`config.mk`:
```
export PLATFORM = sky130hd
export DESIGN_NAME = commit_trace_buffer
export DESIGN_NICKNAME = d
export VERILOG_FILES = /design/src/rtl/commit_trace_buffer.sv
export SDC_FILE = /design/constraint.sdc
export NUM_CORES = 1
export LEC_CHECK = 0
export CAP_MARGIN = 20
export CORE_MARGIN = 5
export CORE_UTILIZATION = 38
export CTS_CLUSTER_DIAMETER = 40
export CTS_CLUSTER_SIZE = 16
export DETAILED_ROUTE_END_ITERATION = 8
export GPL_TIMING_DRIVEN = 0
export SETUP_SLACK_MARGIN = 0.3
export SYNTH_ARGS = -nofsm -noshare
export SYNTH_HDL_FRONTEND = slang
export SYNTH_SLANG_ARGS = --single-unit
export TNS_END_PERCENT = 10
```
`constraint.sdc`:
```
create_clock -name clk -period 3 [get_ports clk]
set_input_delay 0.6 -clock clk [delete_from_list [all_inputs] [get_ports clk]]
set_output_delay 0.6 -clock clk [all_outputs]
set_load 0.05 [all_outputs]
```
`src/rtl/commit_trace_buffer.sv`:
```
// commit_trace_buffer
//   Captures retired instructions {pc, instr, seq} into a small circular
//   FIFO that a trace sink drains with a valid/ready handshake. The head
//   entry is shown first-word-fall-through from registered storage. There
//   is no bypass from the commit inputs to the outputs. A commit that
//   arrives while the buffer is full, with no pop in the same cycle, is
//   dropped. Each drop sets a sticky overflow flag and bumps a saturating
//   drop counter.
//
// Parameters
//   DEPTH  number of entries (power of two, >= 2)
//   SEQ_W  width of the commit sequence number
//
// Ports
//   clk, resetn        core clock, asynchronous active-low reset
//   commit_en_i        one instruction retired this cycle
//   commit_pc_i        PC of the retiring instruction
//   commit_instr_i     encoding of the retiring instruction
//   clear_i            clears overflow_o / drop_cnt_o
//   trace_ready_i      sink takes the head entry this cycle
//   trace_valid_o      head entry present
//   trace_pc_o         head entry PC
//   trace_instr_o      head entry instruction
//   trace_seq_o        head entry sequence number
//   count_o            number of stored entries
//   overflow_o         sticky: at least one commit dropped
//   drop_cnt_o         dropped-commit count, saturating at 255
module commit_trace_buffer #(
  parameter int DEPTH = 8,
  parameter int SEQ_W = 16
) (
  input  logic                     clk,
  input  logic                     resetn,
  input  logic                     commit_en_i,
  input  logic [31:0]              commit_pc_i,
  input  logic [31:0]              commit_instr_i,
  input  logic                     clear_i,
  input  logic                     trace_ready_i,
  output logic                     trace_valid_o,
  output logic [31:0]              trace_pc_o,
  output logic [31:0]              trace_instr_o,
  output logic [SEQ_W-1:0]         trace_seq_o,
  output logic [$clog2(DEPTH):0]   count_o,
  output logic                     overflow_o,
  output logic [7:0]               drop_cnt_o
);

  localparam int AW = $clog2(DEPTH);
  localparam int CW = AW + 1;
  localparam logic [CW-1:0] FULL_CNT = CW'(DEPTH);

  typedef struct packed {
    logic [31:0]      pc;
    logic [31:0]      instr;
    logic [SEQ_W-1:0] seq;
  } entry_t;

  entry_t          mem [DEPTH];
  entry_t          head;
  logic [AW-1:0]   rd_ptr_q, wr_ptr_q;
  logic [CW-1:0]   count_q, count_d;
  logic [SEQ_W-1:0] seq_q;
  logic            ovf_q, ovf_d;
  logic [7:0]      drop_q, drop_d;
  logic            full, pop, push, drop;

  // Handshake decode. A full buffer still accepts a commit when the head
  // leaves in the same cycle, because the freed slot is reused at once.
  always_comb begin
    full = (count_q == FULL_CNT);
    pop  = trace_valid_o && trace_ready_i;
    push = commit_en_i && (!full || pop);
    drop = commit_en_i && full && !pop;
  end

  always_comb begin
    count_d = count_q;
    if (push && !pop)      count_d = count_q + CW'(1);
    else if (pop && !push) count_d = count_q - CW'(1);
  end

  // A drop in the same cycle as clear_i wins. In that case the counter
  // restarts at 1, not 0.
  always_comb begin
    ovf_d  = ovf_q;
    drop_d = drop_q;
    if (drop) begin
      ovf_d  = 1'b1;
      if (clear_i)               drop_d = 8'd1;
      else if (drop_q != 8'hFF)  drop_d = drop_q + 8'd1;
    end else if (clear_i) begin
      ovf_d  = 1'b0;
      drop_d = 8'd0;
    end
  end

  // Pointers wrap naturally because DEPTH is a power of two. The sequence
  // number advances on every commit, including drops, so the sink can see
  // the gaps.
  always_ff @(posedge clk or negedge resetn) begin
    if (!resetn) begin
      rd_ptr_q <= '0;
      wr_ptr_q <= '0;
      count_q  <= '0;
      seq_q    <= '0;
      ovf_q    <= 1'b0;
      drop_q   <= '0;
    end else begin
      if (pop)         rd_ptr_q <= rd_ptr_q + AW'(1);
      if (push)        wr_ptr_q <= wr_ptr_q + AW'(1);
      if (commit_en_i) seq_q    <= seq_q + SEQ_W'(1);
      count_q <= count_d;
      ovf_q   <= ovf_d;
      drop_q  <= drop_d;
    end
  end

  // Storage is cleared on reset so the head outputs read zero while idle.
  always_ff @(posedge clk or negedge resetn) begin
    if (!resetn) begin
      for (int i = 0; i < DEPTH; i++) mem[i] <= '0;
    end else if (push) begin
      mem[wr_ptr_q] <= '{pc: commit_pc_i, instr: commit_instr_i, seq: seq_q};
    end
  end

  assign head          = mem[rd_ptr_q];
  assign trace_valid_o = (count_q != '0);
  assign trace_pc_o    = head.pc;
  assign trace_instr_o = head.instr;
  assign trace_seq_o   = head.seq;
  assign count_o       = count_q;
  assign overflow_o    = ovf_q;
  assign drop_cnt_o    = drop_q;

endmodule

```
==> impl_metrics.tcl, run 1 <==
set metrics [dict create \
    power_frac_seq_pct 28.9 \
    fp.dieH_um 295 \
    finalPower_mw 52.3 \
    cts_sinks 675 \
    peakVddDrop_uv 922 \
    area_delta_synth_final_pct 27.4 \
    endpoint_kind "primary output" \
    clock_tree_root "clkbuf_16" \
    met1_length_mm 34.0 \
    tritoncts_clock_tree "yes" \
    swShare_pct 34.7 \
    worstReg2RegEnd "mem[117]" \
    dp_slack_ns -1.68 \
    vias_per_cell 5.23 \
    cts_buffer_depth 3 \
    min-delay-path-class "in2reg" \
    synth-main-ff-cell "dfrtp_1" \
    worst-path-max-fanout 7 \
    synthesis.area_mm2 0.0309 \
    violations_in_the_final_reports "negative setup slack" \
    grt_pass1_wl_mm 120 \
    critPathKind "reg2out" \
    worst_r2r_startpoint "count_o[3]" \
    worst-slew-pin-transition_ns 1.21 \
    leak_pwr_nw 18.0 \
    drc_errors 0 \
    timing.max_slew.rel_slack_pct 19.0 \
    initial_core_util_pct 38.4 \
    timing.critical_path.max_delay_family "buffers and inverters" \
    die_area_mm2 0.0871 \
    portBuffers 161 \
    timing.reg2reg.worst_path_depth 6 \
    synth_cell_type_count 46 \
    first_global_vias 19400 \
    drt.antenna.violating_nets 0 \
    syn-num-nets 1897 \
    critical_path_s_largest_stage_delay_ns 0.49 \
    cts.reportedPaths.clkPinSlew_ns 0.05 \
    clkPwrFrac_pct 25.9 \
    finalCriticalPeriod_ns 3.26 \
    wire_per_inst_um 23.8 \
    core_mm2 0.0805 \
    fp.dieW_um 295 \
    post_synth_most_frequent_cells "dfrtp_1 (675), mux2_2 (504), mux2_4 (160), mux4_2 (160), mux2_1 (59)" \
    place_congestion 0.722 \
    setup_ws_ns -0.259 \
    hold_viol 0 \
    rrSetupSlack_ns 0.10 \
    synthMostInstantiatedCell "dfrtp_1" \
    dp_hpwl_mm 47.8 \
    grt_util_all_layers_pct 17.8 \
    grt_total_ovfl 0 \
    run_status "finished, violations left" \
    top_layer_used "met5" \
    synth_seq_area_share_pct 54.7 \
    post_route_cells_drive_above_1_share_pct 57.4 \
    grt_setup_unrepaired "true" \
    p_sw_mw 18.2 \
    iteration_0_drc_count_of_the_detailed_router 727 \
    postRouteWirelength_mm 77.9 \
    cp.depth 7 \
    numPlacedInstances 3046 \
    cts_buffers 113 \
    vias 17200 \
    io-pin-count 163 \
    cell_types_occupying_the_most_area_after_synthesis "dfrtp_1 (55%), mux2_2 (18%), mux4_2 (12%)" \
    worst_path_slowest_cell "mux4_2" \
    pwr_density_cell_mw_per_mm2 1330 \
    critPathCapture "trace_seq_o[5]" \
    synth_enable_flop_cells 0 \
    initial_antenna_violation_count 12 \
    total_of_flip_flops_plus_latches_after_synthesis 675 \
    std_cell_rows 104 \
    synth_async_sr_flop_share_pct 100 \
    clk_latency_ns 0.66 \
    postPlaceCellArea_mm2 0.0340 \
    fin_crit_sh_pct 109 \
    instances_no_fill 3279 \
    finish.instance_area_mm2 0.0393 \
    worstPathBufferInverterCount 5 \
    setup.worst_path.start "rd_ptr_q[0]" \
    cp_data_arrival_time_ns 2.66 \
    maxCapViolations 0 \
    netlist.area_leader.share_pct 54.7 \
    fin_worst_skew_ns 0.0203 \
    wl_met2_mm 38.4 \
    power.combinational.fraction_pct 45.2 \
    final-setup-viol-count 80 \
    whs_ns 0.250 \
    fillers 6680 \
    syn_inst 1820 \
    synth.largest_area_cell "dfrtp_1" \
    startpoint_type_of_the_worst_setup_path "flop" \
    postSynthAreaPerCell_um2 17.0 \
    final_max_slew_viol_count 0 \
    first_pass_iters 4 \
    met3_wirelength_mm 3.83 \
    ctsHtreeMaxLevel 3 \
    crit_chain "clkbuf_16 > clkbuf_16 > buf_8 > buf_16 > mux4_2 > mux2_4 > buf_8" \
    max_freq_ghz 0.307 \
    worst-endpoint-required_ns 2.40 \
    num-nets-final 2194 \
    grt_start_max_net_pins 127 \
    power_report.internal_total_mw 34.2 \
    yosysWarnings 0 \
]
## stage by stage
stage | utilization, % | setup TNS (ns)
floorplan | - | 0
global placement | 42.0 | -
detailed placement | 42.2 | -320.08
CTS | 48.3 | -20.31
global route | 48.8 | -22.44
finish | 48.8 | -14.39
## cell type report
| cell class | instances | area, um^2 | area share, % |
|---|---|---|---|
| flip-flops and latches | 675 | 16900 | 42.9 |
| repair buffers | 182 | 2030 | 5.16 |
| plain buffers | 133 | 1310 | 3.33 |
| multi-input cells | 1007 | 13700 | 34.8 |
| well taps | 1060 | 1330 | 3.37 |
| clock buffers | 131 | 3020 | 7.67 |
| inverters | 5 | 23.8 | 0.0604 |
| clock inverters | 78 | 1020 | 2.60 |
| diodes | 8 | 20.0 | 0.0509 |
## power groups by stage
stage | logic (mW) | clock network (mW) | registers, mW
3_3_place_gp | 21.5 | 0 | 15.0
3_5_place_dp | 21.9 | 0 | 15.2
4_1_cts | 23.4 | 13.9 | 15.1
2_1_floorplan | 16.0 | 0 | 14.5
5_1_grt | 25.0 | 14.3 | 15.5
6_report | 23.7 | 13.6 | 15.1
## per-layer routing
metal | GRT usage, % | up-vias
met5 | 0 | -
met4 | 4.33 | 8
met3 | 4.22 | 129
met1 | 23.8 | 9262
li1 | - | 7447
met2 | 29.7 | 305
## how the worst min path moves through the flow
stage                     start          to  slack (ns)  depth (start not counted)
finish              commit_en_i    seq_q[0]        0.25                          2
global route        commit_en_i    seq_q[0]        0.21                          2
CTS                      resetn     mem[51]       -0.04                          1
detailed placement      mem[83]     mem[83]        0.48                          1
global placement       mem[330]    mem[330]        0.47                          1
floorplan                resetn  count_o[0]        0.30                          0
## cells by family after synthesis
group	after synthesis	share of synthesized area (%)
buffers and inverters	138	2.58
AOI/OAI and AO/OA	18	0.409
xor gates and xnor gates	21	0.595
adders and majority gates	8	0.348
DFF	675	54.7
and+or+nand+nor	74	1.34
muxes	886	40.1
## state kept, by name, summed over array words and instances, names as in the netlist
name / flops
overflow_o: 1
mem: 640
drop_cnt_o: 8
seq_q: 16
wr_ptr_q: 3
count_o: 4
rd_ptr_q: 3
## repair_timing
item / in CTS / in global routing
setup endpoints to repair: 442 / 121
gates resized for setup: 766 / 94
pin swaps: 1 / 2
hold endpoints to repair: 80 / 6
buffers inserted: 3 / 1
gates cloned: 5 / 2
## placed cells by master (no fill, tap or decap), drive strengths merged, types with 10 or more instances in the layout
master / instances
nor3: 10
buf: 183
nand2: 21
mux2: 723
inv: 21
mux4: 160
bufinv: 19
clkdlybuf4s50: 78
xnor2: 15
dfrtp: 675
clkbuf: 180
clkinv: 29
clkinvlp: 14
Power figures use the tool's default switching activity.
==> inputs of run 2 (changes only) <==
CAP_MARGIN = not set   (was 20)
clock period = 3.52 ns   (was 3 ns; I/O delays follow)
==> impl_metrics.tcl, run 2 (synthesis gave the netlist of run 1 again) <==
set metrics [dict create \
    run_status "finished, final reports clean" \
    vias 17100 \
    peakVddDrop_uv 929 \
    vias_per_cell 5.23 \
    met3_wirelength_mm 3.70 \
    utilization_pct 47.3 \
    timing.critical_path.max_delay_family "multiplexers" \
    ctsHtreeMaxLevel 3 \
    timing.hold.worst_path_depth 2 \
    io-pin-count 163 \
    crit_chain "clkbuf_16 > clkbuf_16 > buf_12 > buf_16 > mux4_2 > mux2_4 > buf_6" \
    setup_ws_ns 0.143 \
    place_congestion 0.755 \
    hold_viol 0 \
    worst_r2r_startpoint "count_o[0]" \
    hold_path_startpoint "commit_en_i" \
    fp.dieW_um 295 \
    die_area_mm2 0.0871 \
    post_route_cells_drive_above_1_share_pct 55.9 \
    largest_register_ff_count 640 \
    dp_hpwl_mm 48.1 \
    holdPathEnd "seq_q[0]" \
    dp_slack_ns -1.22 \
    wl_met2_mm 37.2 \
    power.combinational.fraction_pct 43.8 \
    initial_antenna_violation_count 8 \
    area_delta_synth_final_pct 23.3 \
    final-setup-viol-count 0 \
    drc_errors 0 \
    worstPathBufferInverterCount 5 \
    worst_path_slowest_cell "mux4_2" \
    p_sw_mw 15.1 \
    clk_latency_ns 0.65 \
    min-delay-path-class "in2reg" \
    std_cell_rows 104 \
    grt_total_ovfl 0 \
    tritoncts_clock_tree "yes" \
    first_pass_iters 6 \
    critPathKind "reg2out" \
    worst-path-max-fanout 7 \
    worst-endpoint-required_ns 2.82 \
    maxCapViolations 0 \
    startpoint_type_of_the_worst_setup_path "flop" \
    grt_pass1_wl_mm 119 \
    swShare_pct 35.8 \
    iteration_0_drc_count_of_the_detailed_router 802 \
    wire_per_inst_um 23.2 \
    endpoint_kind "primary output" \
    fin_worst_skew_ns 0.0185 \
    rrSetupSlack_ns 0.59 \
    leak_pwr_nw 17.2 \
    critical_path_s_largest_stage_delay_ns 0.49 \
    initial_core_util_pct 38.4 \
    cts_sinks 675 \
    worstReg2RegEnd "mem[639]" \
    most-common-layout-cells "dfrtp_1 (674), mux2_2 (499), mux2_4 (165)" \
    timing.max_slew.rel_slack_pct 42.0 \
    crit_top_cell "clkbuf_16" \
    final_common_cell "dfrtp_1" \
    pwr_density_cell_mw_per_mm2 1110 \
    worst-slew-pin-transition_ns 0.867 \
    max_freq_ghz 0.296 \
    clkPwrFrac_pct 25.8 \
    power_frac_seq_pct 30.4 \
    top_layer_used "met5" \
    grt_start_max_net_pins 115 \
    num-nets-final 2186 \
    timing.reg2reg.worst_path_depth 7 \
    postPlaceCellArea_mm2 0.0340 \
    cts_buffer_depth 3 \
    met1_length_mm 33.1 \
    finish.instance_area_mm2 0.0381 \
    max_flop_register "mem" \
    grt_setup_unrepaired "true" \
    drt.antenna.violating_nets 0 \
    cts_buffers 111 \
    fillers 6802 \
    fp.dieH_um 295 \
    finalCriticalPeriod_ns 3.38 \
    core_mm2 0.0805 \
    postRouteWirelength_mm 75.9 \
    final_max_slew_viol_count 0 \
    first_global_vias 19400 \
    power_report.internal_total_mw 27.1 \
    grt_util_all_layers_pct 17.6 \
    portBuffers 161 \
    clock_tree_root "clkbuf_16" \
    finalPower_mw 42.2 \
    cp_data_arrival_time_ns 2.67 \
    fin_crit_sh_pct 95.9 \
    cts.reportedPaths.clkPinSlew_ns 0.05 \
]
run 2: cell count changes in the layout (fill, tap and decap cells not counted), sizes merged:
cell | previous run | this run
inv | 21 | 23
clkinvlp | 14 | 10
dlygate4sd3 | 2 | 1
clkinv | 29 | 34
dlygate4sd2 | 1 | 0
clkbuf | 180 | 183
bufinv | 19 | 10
buf | 183 | 179
clkdlybuf4s50 | 78 | 80
clkdlybuf4s15 | 2 | 1
run 2: how the worst max path moves through the flow:
stage,start,to,depth (start not counted)
2_1_floorplan,count_o[0],count_o[3],9
3_3_place_gp,resetn,mem[136],1
3_5_place_dp,rd_ptr_q[1],trace_seq_o[5],6
4_1_cts,rd_ptr_q[0],trace_seq_o[5],7
5_1_grt,rd_ptr_q[0],trace_seq_o[5],7
6_report,rd_ptr_q[0],trace_seq_o[5],7
run 2: power by group through the flow:
stage	Sequential (mW)	Combinational (mW)	Clock (mW)
detailed placement	12.9	18.7	0
floorplan	12.4	13.6	0
global placement	12.8	18.4	0
global route	13.2	19.6	11.5
finish	12.8	18.5	10.9
CTS	12.8	18.7	11.2
run 2: area by class of cell:
| type | instances | area, um^2 | share of cell area [%] |
|---|---|---|---|
| sequential | 675 | 16900 | 44.3 |
| multi-input combinational | 1007 | 13200 | 34.7 |
| clock buffer | 135 | 3010 | 7.90 |
| timing repair buffer | 176 | 1680 | 4.40 |
| tap | 1060 | 1330 | 3.48 |
| buffer | 133 | 1110 | 2.93 |
| clock inverter | 72 | 818 | 2.15 |
| antenna | 8 | 20.0 | 0.0525 |
| inverter | 5 | 18.8 | 0.0493 |
run 2: stage by stage:
stage / setup TNS, ns / hold slack, ns / cells
finish: 0 / 0.350 / 3271
detailed placement: -91.14 / 0.473 / 3047
global placement: - / 0.468 / 3041
global route: 0 / 0.324 / 3265
floorplan: 0 / 0.408 / 1820
CTS: 0 / 0.309 / 3262
run 2: routing by layer:
metal,GRT usage (%),vias up
met2,29.1,304
met1,23.5,9228
met5,0,-
met4,4.72,4
met3,4.10,125
li1,-,7460
run 2: what timing repair did:
item,CTS,global route
hold buffers,1,0
hold endpoints to repair,10,0
pin swaps,0,0
endpoints found under the setup margin,81,81
cloned,4,0
setup buffers,3,1
gates resized for setup,574,16
==> inputs of run 3 (changes only) <==
CAP_MARGIN = 20   (was not set)
SLEW_MARGIN = 20   (was not set)
==> impl_metrics.tcl, run 3 (synthesis gave the netlist of run 1 again) <==
set metrics [dict create \
    run_status "finished, final reports clean" \
    fp.dieW_um 295 \
    post_route_cells_drive_above_1_share_pct 55.9 \
    initial_antenna_violation_count 8 \
    wire_per_inst_um 23.5 \
    grt_use_met1_pct 23.7 \
    dp_hpwl_mm 48.0 \
    portBuffers 161 \
    final_common_cell "dfrtp_1" \
    std_cell_rows 104 \
    min-delay-path-class "in2reg" \
    fp.dieH_um 295 \
    worst_path_slowest_cell "mux4_2" \
    totalNegativeSetupSlack_ns 0 \
    grt_util_all_layers_pct 17.7 \
    area_delta_synth_final_pct 23.8 \
    grt_total_ovfl 0 \
    finalCriticalPeriod_ns 3.38 \
    max_flop_register "mem" \
    initial_core_util_pct 38.4 \
    endpoint_kind "primary output" \
    num-nets-final 2189 \
    most-common-layout-cells "dfrtp_1 (674), mux2_2 (496), mux2_4 (168)" \
    fin_crit_sh_pct 96.0 \
    vias 17200 \
    critical_path_s_largest_stage_delay_ns 0.50 \
    worst-slew-pin-transition_ns 0.884 \
    grt_start_max_net_pins 105 \
    cts_sinks 675 \
    crit_chain "clkbuf_16 > clkbuf_16 > clkbuf_16 > mux4_2 > mux2_2 > buf_2" \
    iteration_0_drc_count_of_the_detailed_router 744 \
    grt-busiest-layer "met2" \
    drt.antenna.violating_nets 0 \
    fin_worst_skew_ns 0.0167 \
    cts.reportedPaths.clkPinSlew_ns 0.05 \
    utilization_pct 47.5 \
    tritoncts_clock_tree "yes" \
    max_freq_ghz 0.296 \
    postRouteWirelength_mm 76.9 \
    peakVddDrop_uv 1110 \
    core_mm2 0.0805 \
    worst-endpoint-required_ns 2.82 \
    crit_top_cell "clkbuf_16" \
    startpoint_type_of_the_worst_setup_path "flop" \
    critPathKind "reg2out" \
    final-setup-viol-count 0 \
    clk_latency_ns 0.66 \
    vias_per_cell 5.25 \
    ctsHtreeMaxLevel 3 \
    hold_viol 0 \
    largest_register_ff_count 640 \
    pwr_density_cell_mw_per_mm2 1120 \
    clock_tree_root "clkbuf_16" \
    die_area_mm2 0.0871 \
    final_max_slew_viol_count 0 \
    first_pass_iters 5 \
    worst-path-max-fanout 6 \
    cp_data_arrival_time_ns 2.67 \
    leak_pwr_nw 17.2 \
    place_congestion 0.755 \
    drc_errors 0 \
    cts_buffer_depth 3 \
    grt_pass1_wl_mm 119 \
    maxCapViolations 0 \
    timing.max_slew.rel_slack_pct 40.7 \
    grt_setup_unrepaired "true" \
    grt.met3_usage_pct 4.05 \
    cts_buffers 112 \
    gr-usage-met2_pct 29.2 \
    first_global_vias 19600 \
    io-pin-count 163 \
]
run 3: routing by layer:
layer	share of wire, %	vias up
met5	0.018	-
met4	2.2	2
met3	5.0	120
met2	49	310
met1	44	9294
li1	-	7452
run 3: worst max-delay path, delay by kind of cell (launching register included):
family / cells / cell delay, ns
buffers and inverters: 4 / 0.80
flip-flops: 1 / 0.40
multiplexers: 2 / 0.79
run 3: repair_timing:
| item | 4_1_cts | 5_1_grt |
|---|---|---|
| setup endpoints to repair | 81 | 81 |
| hold buffers | 1 | 0 |
| endpoints found under the hold margin | 36 | 0 |
| gates resized for setup | 562 | 46 |
| gates cloned | 3 | 5 |
| buffers inserted | 1 | 0 |
run 3: final cells by class:
cell class,instances,area [um^2]
clock buffer,135,3000
tap,1060,1330
fill,6786,42300
multi-input combinational,1007,13200
antenna,6,15.0
clock inverter,71,863
sequential,675,16900
buffer,133,1130
timing repair buffer,178,1760
inverter,5,18.8
run 3: power by group:
group	total, mW	switching (mW)	internal [mW]
clock	11.1	3.93	7.13
combinational	18.8	9.53	9.25
sequential	12.8	1.68	11.2
run 3: worst paths after layout:
check / startpoint / to / slack (ns) / cells after the start
worst max register to register: count_o[0] / mem[619] / 0.57 / 7
worst max-delay path: rd_ptr_q[0] / trace_pc_o[19] / 0.14 / 6
worst min-delay path: commit_en_i / seq_q[0] / 0.33 / 2
worst min register to register: overflow_o / overflow_o / 0.48 / 1
max in group asynchronous: resetn / mem[613] / 1.66 / 4
min in group asynchronous: resetn / mem[173] / 0.55 / 2
run 3: through the flow:
step	hold slack, ns	std cells	worst slack (ns)	cell area (um^2)	power [mW]
finish	0.333	3270	0.142	38200	42.7
global route	0.305	3266	0.0737	38200	44.7
CTS	0.296	3259	0.0771	38000	42.7
detailed placement	0.473	3048	-1.20	34000	31.6
global placement	0.468	3041	-27.06	33800	31.1
floorplan	0.408	1820	0.452	30900	26.0
